==> config.mk <==
export PLATFORM = sky130hd
export DESIGN_NAME = mem_ctrl
export DESIGN_NICKNAME = d
export VERILOG_FILES = /design/src/rtl/mem_ctrl_pkg.sv /design/src/rtl/mem_arb.sv /design/src/rtl/mem_ctrl.sv
export SDC_FILE = /design/constraint.sdc
export NUM_CORES = 1
export LEC_CHECK = 0
export CORE_MARGIN = 10
export CORE_UTILIZATION = 36
export DETAILED_ROUTE_END_ITERATION = 16
export PLACE_DENSITY = 0.76
export SYNTH_ARGS = -nofsm -noshare
export SYNTH_HDL_FRONTEND = slang
export SYNTH_SLANG_ARGS = --single-unit
==> constraint.sdc <==
create_clock -name clk -period 1.79 [get_ports clk]
set_input_delay 0.358 -clock clk [delete_from_list [all_inputs] [get_ports clk]]
set_output_delay 0.358 -clock clk [all_outputs]
set_load 0.005 [all_outputs]
==> src/rtl/mem_ctrl_pkg.sv <==
`default_nettype none
// ============================================================================
// Module      : mem_ctrl_pkg
// Description : Shared defaults and encodings for the memory controller:
//               word/address widths, implemented depth, FSM state enum and
//               the port-select encoding used by the arbiter.
// Ports       : none (package)
// Revision    : 1.0 - initial release
// ============================================================================
package mem_ctrl_pkg;

  localparam int DW_DEF    = 16;
  localparam int AW_DEF    = 9;
  localparam int DEPTH_DEF = 256;

  typedef enum logic [1:0] {
    ST_IDLE  = 2'd0,
    ST_ISSUE = 2'd1,
    ST_WAIT  = 2'd2,
    ST_ACK   = 2'd3
  } state_e;

  typedef enum logic {
    SEL_IF = 1'b0,
    SEL_LS = 1'b1
  } port_sel_e;

endpackage
`default_nettype wire

==> src/rtl/mem_arb.sv <==
`default_nettype none
// ============================================================================
// Module      : mem_arb
// Description : Two-port arbiter between instruction fetch and load/store.
//               A lone request wins outright; under contention the port not
//               granted last wins. The last-grant flop resets to the fetch
//               port so the first contended grant goes to load/store.
// Ports       : clk, rst_n        - clock, async active-low reset
//               arb_en            - controller is able to accept a grant
//               if_req, ls_req    - port requests
//               gnt_valid         - a grant is made this cycle
//               gnt_sel           - granted port
// Revision    : 1.0 - initial release
// ============================================================================
module mem_arb
  import mem_ctrl_pkg::*;
(
  input  logic      clk,
  input  logic      rst_n,
  input  logic      arb_en,
  input  logic      if_req,
  input  logic      ls_req,
  output logic      gnt_valid,
  output port_sel_e gnt_sel
);

  port_sel_e last_q;
  port_sel_e last_d;

  always_comb begin
    gnt_valid = arb_en & (if_req | ls_req);
    gnt_sel   = SEL_LS;
    if (if_req && ls_req) begin
      gnt_sel = (last_q == SEL_LS) ? SEL_IF : SEL_LS;
    end else if (if_req) begin
      gnt_sel = SEL_IF;
    end
    last_d = last_q;
    if (gnt_valid) begin
      last_d = gnt_sel;
    end
  end

  always_ff @(posedge clk or negedge rst_n) begin
    if (!rst_n) begin
      last_q <= SEL_IF;
    end else begin
      last_q <= last_d;
    end
  end

endmodule
`default_nettype wire

==> src/rtl/mem_ctrl.sv <==
`default_nettype none
// ============================================================================
// Module      : mem_ctrl
// Description : Single-channel memory controller serving an instruction-fetch
//               port and a load/store port against a synchronous memory with
//               one-cycle read latency. All outputs are registered.
// Ports       : clk, rst_n                          - clock, async active-low reset
//               if_req, if_addr, if_ack             - fetch handshake
//               ls_req, ls_we, ls_addr, ls_wdata,
//               ls_ack                              - load/store handshake
//               rdata, err                          - read data, out-of-range flag
//               mem_rw, mem_addr, mem_din, mem_dout - memory command/data
// Revision    : 1.0 - initial release
// ============================================================================
module mem_ctrl
  import mem_ctrl_pkg::*;
#(
  parameter int DW    = DW_DEF,
  parameter int AW    = AW_DEF,
  parameter int DEPTH = DEPTH_DEF
) (
  input  logic          clk,
  input  logic          rst_n,
  input  logic          if_req,
  input  logic [AW-1:0] if_addr,
  output logic          if_ack,
  input  logic          ls_req,
  input  logic          ls_we,
  input  logic [AW-1:0] ls_addr,
  input  logic [DW-1:0] ls_wdata,
  output logic          ls_ack,
  output logic [DW-1:0] rdata,
  output logic          err,
  output logic          mem_rw,
  output logic [AW-1:0] mem_addr,
  output logic [DW-1:0] mem_din,
  input  logic [DW-1:0] mem_dout
);

  state_e        state_q,    state_d;
  port_sel_e     sel_q,      sel_d;
  logic          mem_rw_q,   mem_rw_d;
  logic [AW-1:0] mem_addr_q, mem_addr_d;
  logic [DW-1:0] mem_din_q,  mem_din_d;
  logic [DW-1:0] rdata_q,    rdata_d;
  logic          if_ack_q,   if_ack_d;
  logic          ls_ack_q,   ls_ack_d;
  logic          err_q,      err_d;

  logic          w_arb_en;
  logic          w_gnt_valid;
  port_sel_e     w_gnt_sel;
  logic [AW-1:0] w_gnt_addr;
  logic [DW-1:0] w_gnt_din;
  logic          w_gnt_we;
  logic          w_gnt_oor;

  // Requests are only looked at while idle; in-flight accesses run on the
  // values captured at the grant edge.
  assign w_arb_en = (state_q == ST_IDLE);

  mem_arb u_arb (
    .clk       (clk),
    .rst_n     (rst_n),
    .arb_en    (w_arb_en),
    .if_req    (if_req),
    .ls_req    (ls_req),
    .gnt_valid (w_gnt_valid),
    .gnt_sel   (w_gnt_sel)
  );

  assign w_gnt_addr = (w_gnt_sel == SEL_LS) ? ls_addr  : if_addr;
  assign w_gnt_din  = (w_gnt_sel == SEL_LS) ? ls_wdata : '0;
  assign w_gnt_we   = (w_gnt_sel == SEL_LS) & ls_we;
  // One extra bit so a depth equal to 2**AW still compares correctly.
  assign w_gnt_oor  = ({1'b0, w_gnt_addr} >= (AW+1)'(DEPTH));

  always_comb begin
    state_d    = state_q;
    sel_d      = sel_q;
    mem_rw_d   = 1'b0;
    mem_addr_d = mem_addr_q;
    mem_din_d  = mem_din_q;
    rdata_d    = rdata_q;
    if_ack_d   = 1'b0;
    ls_ack_d   = 1'b0;
    err_d      = 1'b0;

    case (state_q)
      ST_IDLE: begin
        if (w_gnt_valid) begin
          sel_d      = w_gnt_sel;
          mem_addr_d = w_gnt_addr;
          mem_din_d  = w_gnt_din;
          if (w_gnt_oor) begin
            // Rejected access: ack straight away, memory never commanded.
            state_d  = ST_ACK;
            err_d    = 1'b1;
            rdata_d  = '0;
            if_ack_d = (w_gnt_sel == SEL_IF);
            ls_ack_d = (w_gnt_sel == SEL_LS);
          end else begin
            state_d  = ST_ISSUE;
            mem_rw_d = w_gnt_we;
          end
        end
      end
      ST_ISSUE: begin
        // mem_rw_q still carries the command of this issue cycle.
        if (mem_rw_q) begin
          state_d  = ST_ACK;
          if_ack_d = (sel_q == SEL_IF);
          ls_ack_d = (sel_q == SEL_LS);
        end else begin
          state_d = ST_WAIT;
        end
      end
      ST_WAIT: begin
        state_d  = ST_ACK;
        rdata_d  = mem_dout;
        if_ack_d = (sel_q == SEL_IF);
        ls_ack_d = (sel_q == SEL_LS);
      end
      ST_ACK: begin
        state_d = ST_IDLE;
      end
      default: begin
        state_d = ST_IDLE;
      end
    endcase
  end

  always_ff @(posedge clk or negedge rst_n) begin
    if (!rst_n) begin
      state_q    <= ST_IDLE;
      sel_q      <= SEL_IF;
      mem_rw_q   <= 1'b0;
      mem_addr_q <= '0;
      mem_din_q  <= '0;
      rdata_q    <= '0;
      if_ack_q   <= 1'b0;
      ls_ack_q   <= 1'b0;
      err_q      <= 1'b0;
    end else begin
      state_q    <= state_d;
      sel_q      <= sel_d;
      mem_rw_q   <= mem_rw_d;
      mem_addr_q <= mem_addr_d;
      mem_din_q  <= mem_din_d;
      rdata_q    <= rdata_d;
      if_ack_q   <= if_ack_d;
      ls_ack_q   <= ls_ack_d;
      err_q      <= err_d;
    end
  end

  assign if_ack   = if_ack_q;
  assign ls_ack   = ls_ack_q;
  assign rdata    = rdata_q;
  assign err      = err_q;
  assign mem_rw   = mem_rw_q;
  assign mem_addr = mem_addr_q;
  assign mem_din  = mem_din_q;

endmodule
`default_nettype wire

==> impl_metrics.yaml <==
synth:
  seq_area_frac_synth: 0.624
  synth_top_family_by_area: "compound AO/OA/AOI/OAI gates"
  ys_warn_count: 0
  syn_area_um2: 1970
  synth_compound_area_frac: 0.219
  synthesis.instances: 155
  yosys.area_share.adder: 0.0255
  synth-simple-area-share: 0.0522
  synth_seq_cells: 49
  synth_xor_area_frac: 0
  synthDistinctLibCells: 23
  synth_mux_area_frac: 0.0407
  synth_nets: 214
  avgSynthCellArea_um2: 12.7
cts:
  cts_tree: "built"
  ctsHoldBuffers: 0
  cts_buffer_depth: 2
  cts_buffers: 5
  insertion_delay_ns: 0.31
  h-tree-depth: 2
  cts.sinks: 49
  clkTransAtPathRegs_ns: 0.09
  cts_setup_buffers: 0
  clock-root-buffer: "clkbuf_8"
placed_design:
  hpwlAfterDp_um: 4280
  globalplace.congestion: 0.834
  io_buffers: 99
route:
  avgViaCountPerCell: 4.72
  via_count: 1580
  ant_nets: 0
  wirelength_um: 5360
  firstDrtPassIters: 4
  routedWlPerCell_um: 16.0
  drtIter0Drc: 57
  drc: 0
floorplanning:
  die_height_um: 93.9
  die-area_um2: 8820
  initial_core_util: 0.378
  die_x_um: 93.9
  rows: 26
  io_pins: 100
  core_area_um2: 5200
global_routing:
  grt_max_degree: 29
  grt_pass1_wl_um: 8390
  antenna_found_initial: 0
  overflow: 0
  grt_pass1_vias: 1681
  grt_usage: 0.119
final_layout:
  multi_input_area_um2: 672
  fin_nets: 323
  diodes: 0
  fill_cells: 442
  seq_area_um2: 1230
  drive_above_1_share: 0.0981
  area_growth_syn_to_layout_pct: 63.2
worst_setup_path:
  setup.worst_path.start: "if_req"
  cp_num_buf_inv: 1
  slowest_delay_ns: 0.51
  rr_startpoint: "state_q[1]"
  cp-end-kind: "flip-flop"
  crit_chain: "clkdlybuf4s50_1 > a21boi_1 > a221o_1 > and2_2 > a22o_1"
  crit_fanout: 16
  worstSetupPathType: "in2reg"
  critPathArrivalTime_ns: 1.87
  path_delay_family: "compound AO/OA/AOI/OAI gates"
  slowest_stage: "clkdlybuf4s50_1"
  r2r_slack_ns: 0.14
  worst_r2r_path_depth: 6
  worstPathRequired_ns: 1.98
  r2r-end: "rdata[2]"
  start_kind: "primary input"
pwr:
  leakagePower_nw: 1.45
  power_density_nw_per_um2: 1530
  ir_worst_vdd_v: 0.000736
  power_w: 0.00492
timing:
  relSlewSlack: 0.652
  finalCritPeriodShare: 0.937
  holdWs_ns: 0.0215
  final-setup-viol-count: 0
  tightest_slew_ns: 0.522
  min_period_ns: 1.68
  fmax_mhz: 596
  finalClockSkew_ns: 0.00838
  finalMaxSlewViolations: 0
  grt_setup_unrepaired: "false"
  hold_violations: 0
run_status:
  status: "complete, no violations"
run:
  drv_cap: 0
worst_hold_path:
  min-delay-path-class: "in2async"
[Yosys cell counts (all sizes together)]
cell type / number / area share
ha: 4 / 0.025
nand2b: 1 / 0.0032
and2: 3 / 0.0095
dfrtp: 49 / 0.62
clkbuf: 4 / 0.0076
a22o: 33 / 0.15
a41oi: 1 / 0.0045
o21ai: 11 / 0.032
a21oi: 7 / 0.020
a221o: 1 / 0.0051
nand3: 1 / 0.0025
nor2: 8 / 0.015
mux2i: 8 / 0.041
a21o: 1 / 0.0038
a21boi: 1 / 0.0038
and3b: 1 / 0.0045
a31oi: 1 / 0.0032
nand2: 9 / 0.017
buf: 6 / 0.022
inv: 5 / 0.0095
[through the flow]
step	util	setup slack, ns	cells	setup TNS (ns)	instance area [um2]
after floorplan	-	0.0168	155	0	1970
final	0.616	0.113	335	0	3210
after CTS	0.615	0.0226	335	0	3200
after global placement	0.596	-0.245	327	-3.90	3100
after global routing	0.616	0.0467	335	0	3210
after detailed placement	0.596	-0.326	327	-5.00	3100
[kinds of logic after synthesis]
logic type | count (synthesis)
buffers and inverters | 15
AO/OA/AOI/OAI | 56
AND/OR/NAND/NOR | 23
flip-flops | 49
adder cells (fa/ha/maj) | 4
multiplexers | 8
[worst register-to-register path, cell delays in order, from the launching register on]
cell	delay, ns
dfrtp_1	0.42
inv_1	0.10
ha_1	0.17
inv_1	0.04
a221o_1	0.28
and2_2	0.31
a22o_1	0.22
[registers in the layout (all words and copies together), names as in the netlist]
name          cells
err               1
if_ack            1
ls_ack            1
mem_addr          9
mem_din          16
mem_rw            1
rdata            16
sel_q             1
state_q           2
u_arb.last_q      1
[report_power, final]
group          switching (W)  leakage [nW]  total [W]  internal (W)
clock network       0.000394        0.0423   0.000679      0.000285
registers           0.000265         0.624    0.00187       0.00160
logic               0.000932         0.782    0.00237       0.00144
[worst max path at each step]
| stage | to | cells past startpoint | slack (ns) |
|---|---|---|---|
| 2_1_floorplan | rdata[10] | 9 | 0.02 |
| 3_3_place_gp | rdata[11] | 5 | -0.24 |
| 3_5_place_dp | rdata[4] | 5 | -0.33 |
| 4_1_cts | rdata[2] | 5 | 0.02 |
| 5_1_grt | rdata[2] | 6 | 0.05 |
| 6_report | rdata[2] | 5 | 0.11 |
[final cells by class]
cell class | instances | share of cell area
Clock buffer | 5 | 0.0215
Clock inverter | 3 | 0.00819
Inverter | 5 | 0.00585
Multi-Input combinational cell | 91 | 0.209
Sequential cell | 49 | 0.382
Tap cell | 70 | 0.0273
Timing Repair Buffer | 112 | 0.346
[repair_timing]
action,CTS,global route
resized for setup,0,2
endpoints found under the hold margin,0,0
setup endpoints to repair,0,16
[placed cells by master (no fill, tap or decap), drive strengths merged]
cell type	count
nand2b	1
dfrtp	49
clkinvlp	2
buf	14
nand2	9
and2	3
inv	6
a21oi	7
a31oi	1
a21boi	1
ha	4
o21ai	11
a41oi	1
nand3	1
nor2	8
a22o	33
clkbuf	5
and3b	1
clkdlybuf4s50	98
a221o	1
a21o	1
mux2i	8
[routing by layer]
| layer | GRT usage | routed length, um |
|---|---|---|
| met5 | 0 | 0 |
| met4 | 0.0380 | 63 |
| met3 | 0.0552 | 539 |
| met2 | 0.190 | 2490 |
| met1 | 0.139 | 2270 |
No activity file was read; power rests on OpenSTA's default activity.
